[src/rtl/otter_regfile_dumper_pkg.sv]
// Shared widths and FSM state type for the OTTER register-file dump engine.
// The CKSUM state exists only when OTTER_DUMP_CHECKSUM_EN is defined.
package otter_dbg_pkg;
  localparam int RF_ADDR_W = 5;
  localparam int RF_DATA_W = 32;

`ifdef OTTER_DUMP_CHECKSUM_EN
  typedef enum logic [2:0] {IDLE, FETCH, SEND, FIN, CKSUM} dump_state_t;
`else
  typedef enum logic [1:0] {IDLE, FETCH, SEND, FIN} dump_state_t;
`endif
endpackage

[src/rtl/otter_regfile_dumper_if.sv]
// Command, register-file read port and output stream of the dump engine.
// The slave modport is the dumper side; master is the debug/trace side.
interface otter_regfile_dumper_if
  import otter_dbg_pkg::*;
#(
  parameter int DATA_W = RF_DATA_W,
  parameter int ADDR_W = RF_ADDR_W
);
  logic              START;
  logic [ADDR_W-1:0] START_FIRST;
  logic [ADDR_W-1:0] START_LAST;
  logic              ABORT;
  logic [ADDR_W-1:0] RF_ADDR;
  logic [DATA_W-1:0] RF_DATA;
  logic              DOUT_VALID;
  logic              DOUT_READY;
  logic [DATA_W-1:0] DOUT_DATA;
  logic [ADDR_W-1:0] DOUT_IDX;
  logic              DOUT_LAST;
  logic              BUSY;
  logic              DONE;

  modport slave (
    input  START, START_FIRST, START_LAST, ABORT, RF_DATA, DOUT_READY,
    output RF_ADDR, DOUT_VALID, DOUT_DATA, DOUT_IDX, DOUT_LAST, BUSY, DONE
  );

  modport master (
    output START, START_FIRST, START_LAST, ABORT, RF_DATA, DOUT_READY,
    input  RF_ADDR, DOUT_VALID, DOUT_DATA, DOUT_IDX, DOUT_LAST, BUSY, DONE
  );
endinterface

[src/rtl/otter_stream_reg.sv]
// Output beat register: captures a beat on load and holds it until accepted.
// Flush drops a pending beat immediately.
module otter_stream_reg
  import otter_dbg_pkg::*;
#(
  parameter int DATA_W = RF_DATA_W,
  parameter int ADDR_W = RF_ADDR_W
) (
  input  logic              i_clk,
  input  logic              i_rst_n,
  input  logic              i_load,
  input  logic              i_accept,
  input  logic              i_flush,
  input  logic [DATA_W-1:0] i_data,
  input  logic [ADDR_W-1:0] i_idx,
  input  logic              i_last,
  output logic              o_valid,
  output logic [DATA_W-1:0] o_data,
  output logic [ADDR_W-1:0] o_idx,
  output logic              o_last
);
  logic              r_valid;
  logic [DATA_W-1:0] r_data;
  logic [ADDR_W-1:0] r_idx;
  logic              r_last;

  always_ff @(posedge i_clk) begin
    if (!i_rst_n) begin
      r_valid <= 1'b0;
      r_data  <= '0;
      r_idx   <= '0;
      r_last  <= 1'b0;
    end else if (i_flush) begin
      r_valid <= 1'b0;
      r_last  <= 1'b0;
    end else if (i_load) begin
      r_valid <= 1'b1;
      r_data  <= i_data;
      r_idx   <= i_idx;
      r_last  <= i_last;
    end else if (i_accept) begin
      r_valid <= 1'b0;
    end
  end

  assign o_valid = r_valid;
  assign o_data  = r_data;
  assign o_idx   = r_idx;
  assign o_last  = r_last;
endmodule

[src/rtl/otter_regfile_dumper.sv]
// Walks a register index range through one read port and streams each value out.
// OTTER_DUMP_CHECKSUM_EN appends an XOR checksum beat after the register beats.
module otter_regfile_dumper
  import otter_dbg_pkg::*;
#(
  parameter int DATA_W = RF_DATA_W,
  parameter int ADDR_W = RF_ADDR_W
) (
  input logic                   CLK,
  input logic                   RST_N,
  otter_regfile_dumper_if.slave bus
);
  dump_state_t       r_state;
  dump_state_t       w_next;
  logic [ADDR_W-1:0] r_cur;
  logic [ADDR_W-1:0] r_end;
  logic              r_done;
  logic              w_accept;
  logic              w_final;
  logic              w_load;
  logic              w_latch;
  logic              w_inc;
  logic [DATA_W-1:0] w_ld_data;
  logic [ADDR_W-1:0] w_ld_idx;
  logic              w_ld_last;
`ifdef OTTER_DUMP_CHECKSUM_EN
  logic [DATA_W-1:0] r_acc;
`endif

  assign w_accept = bus.DOUT_VALID & bus.DOUT_READY;
  assign w_final  = (r_cur == r_end);

  always_comb begin
    w_next    = r_state;
    w_load    = 1'b0;
    w_latch   = 1'b0;
    w_inc     = 1'b0;
    w_ld_data = bus.RF_DATA;
    w_ld_idx  = r_cur;
`ifdef OTTER_DUMP_CHECKSUM_EN
    w_ld_last = 1'b0;
`else
    w_ld_last = w_final;
`endif
    unique case (r_state)
      IDLE: begin
        if (bus.START) begin
          w_latch = 1'b1;
          w_next  = FETCH;
        end
      end
      FETCH: begin
        w_load = 1'b1;
        w_next = SEND;
      end
      SEND: begin
        if (w_accept) begin
          if (w_final) begin
`ifdef OTTER_DUMP_CHECKSUM_EN
            w_next = CKSUM;
`else
            w_next = FIN;
`endif
          end else begin
            w_inc  = 1'b1;
            w_next = FETCH;
          end
        end
      end
`ifdef OTTER_DUMP_CHECKSUM_EN
      CKSUM: begin
        // First cycle here loads the checksum beat, then wait for its handshake
        if (!bus.DOUT_VALID) begin
          w_load    = 1'b1;
          w_ld_data = r_acc;
          w_ld_idx  = '0;
          w_ld_last = 1'b1;
        end else if (w_accept) begin
          w_next = FIN;
        end
      end
`endif
      FIN:     w_next = IDLE;
      default: w_next = IDLE;
    endcase
    if (bus.ABORT) begin
      w_next  = IDLE;
      w_load  = 1'b0;
      w_latch = 1'b0;
      w_inc   = 1'b0;
    end
  end

  // DONE is registered so it pulses on the cycle after FIN
  always_ff @(posedge CLK) begin
    if (!RST_N) begin
      r_state <= IDLE;
      r_cur   <= '0;
      r_end   <= '0;
      r_done  <= 1'b0;
    end else begin
      r_state <= w_next;
      r_done  <= (r_state == FIN) && !bus.ABORT;
      if (w_latch) begin
        r_cur <= bus.START_FIRST;
        r_end <= bus.START_LAST;
      end else if (w_inc) begin
        r_cur <= r_cur + 1'b1;
      end
    end
  end

`ifdef OTTER_DUMP_CHECKSUM_EN
  always_ff @(posedge CLK) begin
    if (!RST_N || bus.ABORT || w_latch) begin
      r_acc <= '0;
    end else if (r_state == SEND && w_accept) begin
      r_acc <= r_acc ^ bus.DOUT_DATA;
    end
  end
`endif

  assign bus.RF_ADDR = (r_state == IDLE) ? '0 : r_cur;
  assign bus.BUSY    = (r_state != IDLE);
  assign bus.DONE    = r_done;

  otter_stream_reg #(.DATA_W(DATA_W), .ADDR_W(ADDR_W)) u_stream (
    .i_clk    (CLK),
    .i_rst_n  (RST_N),
    .i_load   (w_load),
    .i_accept (w_accept),
    .i_flush  (bus.ABORT),
    .i_data   (w_ld_data),
    .i_idx    (w_ld_idx),
    .i_last   (w_ld_last),
    .o_valid  (bus.DOUT_VALID),
    .o_data   (bus.DOUT_DATA),
    .o_idx    (bus.DOUT_IDX),
    .o_last   (bus.DOUT_LAST)
  );
endmodule

[src/flat_wrapper.sv]
// flat-port wrapper written by rule: the top's interface ports become plain ports
module otter_regfile_dumper_flat import otter_dbg_pkg::*;
#(
  parameter int DATA_W = RF_DATA_W,
  parameter int ADDR_W = RF_ADDR_W
)
  (CLK, RST_N, bus_START, bus_START_FIRST, bus_START_LAST, bus_ABORT, bus_RF_DATA, bus_DOUT_READY, bus_RF_ADDR, bus_DOUT_VALID, bus_DOUT_DATA, bus_DOUT_IDX, bus_DOUT_LAST, bus_BUSY, bus_DONE);
  otter_regfile_dumper_if #(.DATA_W(DATA_W), .ADDR_W(ADDR_W)) bus_i ();
  input logic CLK;
  input logic RST_N;
  input wire logic [$bits(bus_i.START)-1:0] bus_START;
  input wire logic [$bits(bus_i.START_FIRST)-1:0] bus_START_FIRST;
  input wire logic [$bits(bus_i.START_LAST)-1:0] bus_START_LAST;
  input wire logic [$bits(bus_i.ABORT)-1:0] bus_ABORT;
  input wire logic [$bits(bus_i.RF_DATA)-1:0] bus_RF_DATA;
  input wire logic [$bits(bus_i.DOUT_READY)-1:0] bus_DOUT_READY;
  output wire logic [$bits(bus_i.RF_ADDR)-1:0] bus_RF_ADDR;
  output wire logic [$bits(bus_i.DOUT_VALID)-1:0] bus_DOUT_VALID;
  output wire logic [$bits(bus_i.DOUT_DATA)-1:0] bus_DOUT_DATA;
  output wire logic [$bits(bus_i.DOUT_IDX)-1:0] bus_DOUT_IDX;
  output wire logic [$bits(bus_i.DOUT_LAST)-1:0] bus_DOUT_LAST;
  output wire logic [$bits(bus_i.BUSY)-1:0] bus_BUSY;
  output wire logic [$bits(bus_i.DONE)-1:0] bus_DONE;
  assign bus_i.START = bus_START;
  assign bus_i.START_FIRST = bus_START_FIRST;
  assign bus_i.START_LAST = bus_START_LAST;
  assign bus_i.ABORT = bus_ABORT;
  assign bus_i.RF_DATA = bus_RF_DATA;
  assign bus_i.DOUT_READY = bus_DOUT_READY;
  assign bus_RF_ADDR = bus_i.RF_ADDR;
  assign bus_DOUT_VALID = bus_i.DOUT_VALID;
  assign bus_DOUT_DATA = bus_i.DOUT_DATA;
  assign bus_DOUT_IDX = bus_i.DOUT_IDX;
  assign bus_DOUT_LAST = bus_i.DOUT_LAST;
  assign bus_BUSY = bus_i.BUSY;
  assign bus_DONE = bus_i.DONE;
  otter_regfile_dumper #(.DATA_W(DATA_W), .ADDR_W(ADDR_W)) u_core (.CLK(CLK), .RST_N(RST_N), .bus(bus_i));
endmodule
[config.mk]
export PLATFORM = sky130hd
export DESIGN_NAME = otter_regfile_dumper_flat
export DESIGN_NICKNAME = d
export VERILOG_FILES = /design/src/rtl/otter_regfile_dumper_pkg.sv /design/src/rtl/otter_regfile_dumper_if.sv /design/src/rtl/otter_stream_reg.sv /design/src/rtl/otter_regfile_dumper.sv /design/src/flat_wrapper.sv
export SDC_FILE = /design/constraint.sdc
export NUM_CORES = 1
export LEC_CHECK = 0
export BUFFER_PORTS_ARGS = -buffer_cell sky130_fd_sc_hd__buf_2
export CAP_MARGIN = 20
export CORE_MARGIN = 4
export CORE_UTILIZATION = 44
export CTS_BUF_LIST = sky130_fd_sc_hd__clkbuf_4 sky130_fd_sc_hd__clkbuf_8
export DETAILED_ROUTE_END_ITERATION = 16
export GPL_ROUTABILITY_DRIVEN = 0
export HOLD_SLACK_MARGIN = 0.06
export PLACE_DENSITY = 0.81
export SKIP_LAST_GASP = 1
export SYNTH_ARGS = -nofsm -noshare
export SYNTH_HDL_FRONTEND = slang
export SYNTH_SLANG_ARGS = --single-unit
export TNS_END_PERCENT = 5
[constraint.sdc]
create_clock -name CLK -period 1.28 [get_ports CLK]
set_input_delay 0.128 -clock CLK [delete_from_list [all_inputs] [get_ports CLK]]
set_output_delay 0.128 -clock CLK [all_outputs]
set_load 0.1 [all_outputs]
# Word level (Yosys, flattened, before mapping)
# Index checks and enable logic that the tools add are counted.
dict set report op_classes {
  muxes 18
  bitwise 3
  n_reduce_logical 9
  addsub 1
  eq_ne 6
}
# operator count
set ops {}
lappend ops {{2-to-1 mux 5 bit} 3}
lappend ops {{2-to-1 mux 1 bit} 11}
lappend ops {{one-hot mux 2 bit (4 select lines)} 1}
lappend ops {{2-to-1 mux 2 bit} 3}
lappend ops {{nonzero test 2 bit} 3}
lappend ops {{adder 5 x 1 -> 5 bit (second input constant)} 1}
lappend ops {{== test 5 bit} 1}
lappend ops {{== test 2 bit (second input constant)} 2}
lappend ops {{!= test 2 bit (second input constant)} 2}
lappend ops {{AND reduction 2 bit} 2}
lappend ops {{== test 2 x 1 -> 1 bit (second input constant)} 1}
lappend ops {{logical NOT 2 bit} 1}
lappend ops {{NOT 1 bit} 2}
lappend ops {{OR reduction 2 bit} 1}
lappend ops {{AND 1 bit} 1}
lappend ops {{logical AND 1 bit} 1}
lappend ops {{logical NOT 1 bit} 1}
dict set report totals {
  ff_bits 52
}

# Logic depth before layout (Yosys ltp)
dict set report logic_depth {
  ltp_word 7
  ltp_mapped 6
  mapped_depth_nobuf 5
}

# Cells and area by module
# Synthesis repeated with hierarchy kept, for this count alone.
dict set report hier_totals {
  cells_unflattened 254
  area_unflattened_um2 2303.5
}
# module n_inst area_each_um2 seq_area_each_um2 cells_each
set by_module_without_submodules {}
lappend by_module_without_submodules {otter_stream_reg 1 1596.5 780.7 169}
lappend by_module_without_submodules {otter_regfile_dumper 1 706.9 260.2 85}

# Worst setup path after synthesis
# Ideal clock, no wire load.
dict set report synth_timing {
  kind {reg2reg}
  startpoint {reg u_core.u_stream.r_valid, in the netlist u_core.u_stream.o_valid}
  endpoint {reg u_core.r_cur[3]}
  t_required_ps 1206
  arrival_ps 1996
  setup_slack_ps -791
  n_path_buf 0
  period_less_slack_ps 2071
  path_stages_with_launch 6
  setup_ps 74
  cell_sequence {dfxtp_1 -> nand2_1 -> nor3b_4 -> o21ai_2 -> or3_1 -> a31oi_1}
}
dict set report synth_via {
  elab_chain_len 5
}
# element line
set synth_rtl {}
lappend synth_rtl {{start, declared} otter_stream_reg.sv:22} ;# logic r_valid;
lappend synth_rtl {{start signal, assigned} otter_stream_reg.sv:29} ;# r_valid <= 1'b0;
lappend synth_rtl {{start signal, assigned} otter_stream_reg.sv:34} ;# r_valid <= 1'b0;
lappend synth_rtl {{start signal, assigned} otter_stream_reg.sv:37} ;# r_valid <= 1'b1;
lappend synth_rtl {{AND 1 bit} otter_regfile_dumper.sv:30} ;# assign w_accept = bus.DOUT_VALID & bus.DOUT_READY;
lappend synth_rtl {{2-to-1 mux 1 bit} otter_regfile_dumper.sv:57} ;# if (w_accept) begin
lappend synth_rtl {{2-to-1 mux 1 bit} otter_regfile_dumper.sv:45} ;# unique case (r_state)
lappend synth_rtl {{2-to-1 mux 1 bit} otter_regfile_dumper.sv:86} ;# if (bus.ABORT) begin
lappend synth_rtl {{nonzero test 2 bit (no line)} -}
lappend synth_rtl {{end signal, assigned} otter_regfile_dumper.sv:105} ;# r_cur <= bus.START_FIRST;
lappend synth_rtl {{end signal, assigned} otter_regfile_dumper.sv:108} ;# r_cur <= r_cur + 1'b1;
lappend synth_rtl {{end, declared} otter_regfile_dumper.sv:15} ;# logic [ADDR_W-1:0] r_cur;
# No other way between the ends.
# A chain may end at the register's enable or synchronous reset.

# Final worst setup path
dict set report layout_timing {
  startpoint {reg u_core.r_state[0]}
  endpoint {out bus_RF_ADDR[0]}
}
dict set report layout_via {
  elab_chain_len 2
}
# element line
set layout_rtl {}
lappend layout_rtl {{start, declared} otter_regfile_dumper.sv:13} ;# dump_state_t r_state;
lappend layout_rtl {{start signal, assigned} otter_regfile_dumper.sv:102} ;# r_state <= w_next;
lappend layout_rtl {{logical NOT 2 bit} otter_regfile_dumper.sv:123} ;# assign bus.RF_ADDR = (r_state == IDLE) ? '0 : r_cur;
lappend layout_rtl {{2-to-1 mux 5 bit} otter_regfile_dumper.sv:123}
lappend layout_rtl {{end, declared} flat_wrapper.sv:17} ;# output wire logic [$bits(bus_i.RF_ADDR)-1:0] bus_RF_ADDR;
# No other way between the ends.

==> reports/results.txt <==
Synth Area per Inst - 8.697 sq um
Cells after DPL - 390
Max IR drop VDD - 0.0009017 V
Failing checks - setup timing
Area post-placement - 0.002844 sq mm
Final hold slack - 0.06608 ns
Status - finished with violations
Maximum fanout along the worst path - 6
Reg-to-reg critical path endpoint - u_core.r_cur[3]$_SDFFE_PN0P_
CP arrival - 1.29 ns
# IOs - 93
Tmin final - 1.418 ns
Fraction of layout instances using a drive strength above 1 - 37.40%
RSZ-0062 raised after global routing - true
Row cnt - 24
Worst skew pair latency - 0.30 ns
Final Core Density - 69.64%
Reg2reg path depth - 5
RR Startpoint - u_core.r_state[0]$_SDFFE_PP0P_
Core area - 0.004504 sq mm
Setup crit start - u_core.r_state[0]$_SDFFE_PP0P_
# DRC - 0
Worst path slowest cell - dfxtp_2
CTS max path bufs - 2
Fillers - 351
Worst EP required - 1.15 ns
Post-synthesis sequential area ratio - 49.26%
Antenna cell count - 0
Die Y-Extent - 77.30 um
Final global-route overflow total - 0
DP HPWL - 3684 um
Final hold vios - 0
Max_cap viols - 0
Cell chain of the critical path - buf_6, nor2_4, buf_8, nor2b_4, buf_12
Worst hold-check path type - in2reg
Sw frac - 28.98%
CTS sink count - 52
Worst setup EP type - output pin
Post-layout nets - 408
Int Power - 0.002350 W
Crit Path Category - reg2out
Combinational share of power - 19.3%
WHS Endpoint - u_core.u_stream.o_data[15]$_SDFFE_PN0P_
Unique masters post-synth - 30
# setup viols final - 21
R2R setup slack - -0.10 ns
Number of global-route vias before repair - 1,952
Area Overhead vs Synth - 48.43%
#FFs+latches synth - 52
Clk root buf - clkbuf_8
Slew @ Worst Pin - 0.5032 ns
Via density - 4.845
Wire per inst - 12.83 um
Most frequent cells in the layout - buf_2, nand2_1, dfxtp_1
Static Leak - 1.398 nW
Starting density of the core - 46.92%
Die ar. - 0.005975 sq mm
Port Buffer Count - 92
Delay-heaviest family, CP - buffers and inverters
Clk_skew - 0.003502 ns
Die Wd - 77.30 um
Commonest non-fill, non-tap cell in the layout - buf_2
NetSw - 0.0009591 W
CTS buffer count - 5
Final WL - 5297 um
Share of power burned in registers - 51.0%
Iteration-0 DRC Markers - 69
Hold wc startpoint - bus_RF_DATA[15]
PwrDens - 1055 mW/mm^2
Mapped Area - 0.002113 sq mm
Mapped Nets - 291
Syn Inst Count - 243
Total number of vias - 2,001
Largest net degree at the start of global routing - 38
Max-slew violations - 0
Max frequency - 705.1 MHz
WHS Path Cells - 3
Slowest stage delay, CP - 0.34 ns
Post-Layout Inst Area - 0.003137 sq mm
Final period utilization - 110.8%
Worst path bufs/invs - 3
CTS tree - done
DRT Pass-1 Iters - 4
GRT Resource Usage Total - 18.21%
Worst Setup Start Kind - register
Initial antenna violation count - 0
Max-slew headroom at the worst pin - 66.69%
Yosys Warn Count - 0
Setup ws final - -0.1382 ns
Antenna viol nets, final - 0
H-tree levels - 2
First-pass GRT wire length - 8928 um
Clock transition at path regs - 0.09 ns
Final Instance Count excl. Fillers - 413
Clk network pwr share - 29.7%
## layout make-up
| class | count | area, sq um | share of cell area, % |
|---|---|---|---|
| clock buffers | 6 | 82.58 | 2.633 |
| clock inverters | 2 | 13.76 | 0.4388 |
| well taps | 52 | 65.06 | 2.074 |
| flip-flops and latches | 52 | 1047 | 33.39 |
| inverters | 1 | 3.754 | 0.1197 |
| repair buffers | 123 | 855.8 | 27.28 |
| multi-input cells | 177 | 1069 | 34.06 |
## through the flow
step                total power (W)  setup slack, ns  setup TNS, ns
floorplan                  0.002106          -0.1601         -4.771
global placement           0.002304         -0.05592       -0.05798
detailed placement         0.002312          -0.1185        -0.4172
CTS                        0.003336          -0.1140         -1.203
global route               0.003453          -0.1983         -5.105
finish                     0.003309          -0.1382         -1.204
## cells in the mapped netlist
library cell,number,area share (%)
nand3b_2,1,0.53
nor3b_4,1,0.89
and2b_1,2,0.71
nor3_1,2,0.47
nand3_1,1,0.24
xnor2_1,5,2.1
inv_1,1,0.18
buf_4,1,0.36
nor2_1,4,0.71
nand2b_1,3,0.89
o21ai_0,7,1.7
or3_1,1,0.30
clkbuf_1,5,0.89
dfxtp_1,52,49
a21boi_0,35,12
nor2_2,1,0.30
a31oi_1,2,0.59
mux2i_1,6,2.8
nor2b_1,10,3.0
buf_2,7,1.7
a21boi_1,2,0.71
nand2_1,77,14
o21ai_2,1,0.41
or2_2,1,0.30
ha_1,1,0.59
nand3_2,1,0.47
xor2_1,3,1.2
o211ai_1,2,0.71
a21oi_1,7,1.7
and3_1,1,0.30
## flip-flops by register name (all words and copies together), names as in the netlist
register,flops
u_core.u_stream.o_idx,5
u_core.u_stream.o_last,1
u_core.bus.DONE,1
u_core.u_stream.o_valid,1
u_core.r_state,2
u_core.u_stream.o_data,32
u_core.r_cur,5
u_core.r_end,5
## power by group through the flow
stage	registers [W]	logic, W	clock network (W)
5_1_grt	0.00169	0.000684	0.00107
3_3_place_gp	0.00172	0.000581	0
6_report	0.00169	0.000639	0.000983
2_1_floorplan	0.00190	0.000209	0
4_1_cts	0.00169	0.000635	0.00101
3_5_place_dp	0.00172	0.000588	0
## worst register-to-register path, cell delays in order, from the launching register on
cell and delay (ns):
dfxtp_2 0.34, and2b_1 0.19, nor3b_4 0.21, o21ai_2 0.11, or3_1 0.31, a31oi_1 0.14
## metal layers
layer	vias to the layer above	part of all wire, %	GRT usage (%)
met5	-	0	0
met4	0	1.6	6.762
met3	10	5.7	3.279
met2	60	50	32.73
met1	896	42	21.51
li1	1035	-	-
## kinds of logic (layout without fill, tap and decap cells)
family | after synthesis | in the layout | synth area share, %
AND/OR/NAND/NOR | 106 | 106 | 22.74
AO/OA/AOI/OAI | 56 | 56 | 18.18
flip-flops | 52 | 52 | 49.26
buffers and inverters | 14 | 132 | 3.079
XOR/XNOR | 8 | 8 | 3.316
multiplexers | 6 | 6 | 2.842
adder cells (fa/ha/maj) | 1 | 1 | 0.5920
## worst max path at each step
| stage | endpoint | slack, ns | depth (start not counted) |
|---|---|---|---|
| 6_report | bus_RF_ADDR[0] | -0.14 | 5 |
| 3_3_place_gp | u_core.r_cur[3]$_SDFFE_PN0P_ | -0.06 | 5 |
| 3_5_place_dp | u_core.r_cur[3]$_SDFFE_PN0P_ | -0.12 | 5 |
| 2_1_floorplan | u_core.r_cur[3]$_SDFFE_PN0P_ | -0.16 | 5 |
| 5_1_grt | u_core.r_cur[3]$_SDFFE_PN0P_ | -0.20 | 5 |
| 4_1_cts | bus_RF_ADDR[3] | -0.11 | 5 |
## timing repair
| action | CTS | global route |
|---|---|---|
| pin swaps | 1 | 0 |
| endpoints found under the hold margin | 13 | 0 |
| buffers inserted | 2 | 0 |
| setup endpoints to repair | 19 | 56 |
| hold buffers | 13 | 0 |
| gates resized for setup | 12 | 1 |
Power figures use the tool's default switching activity.
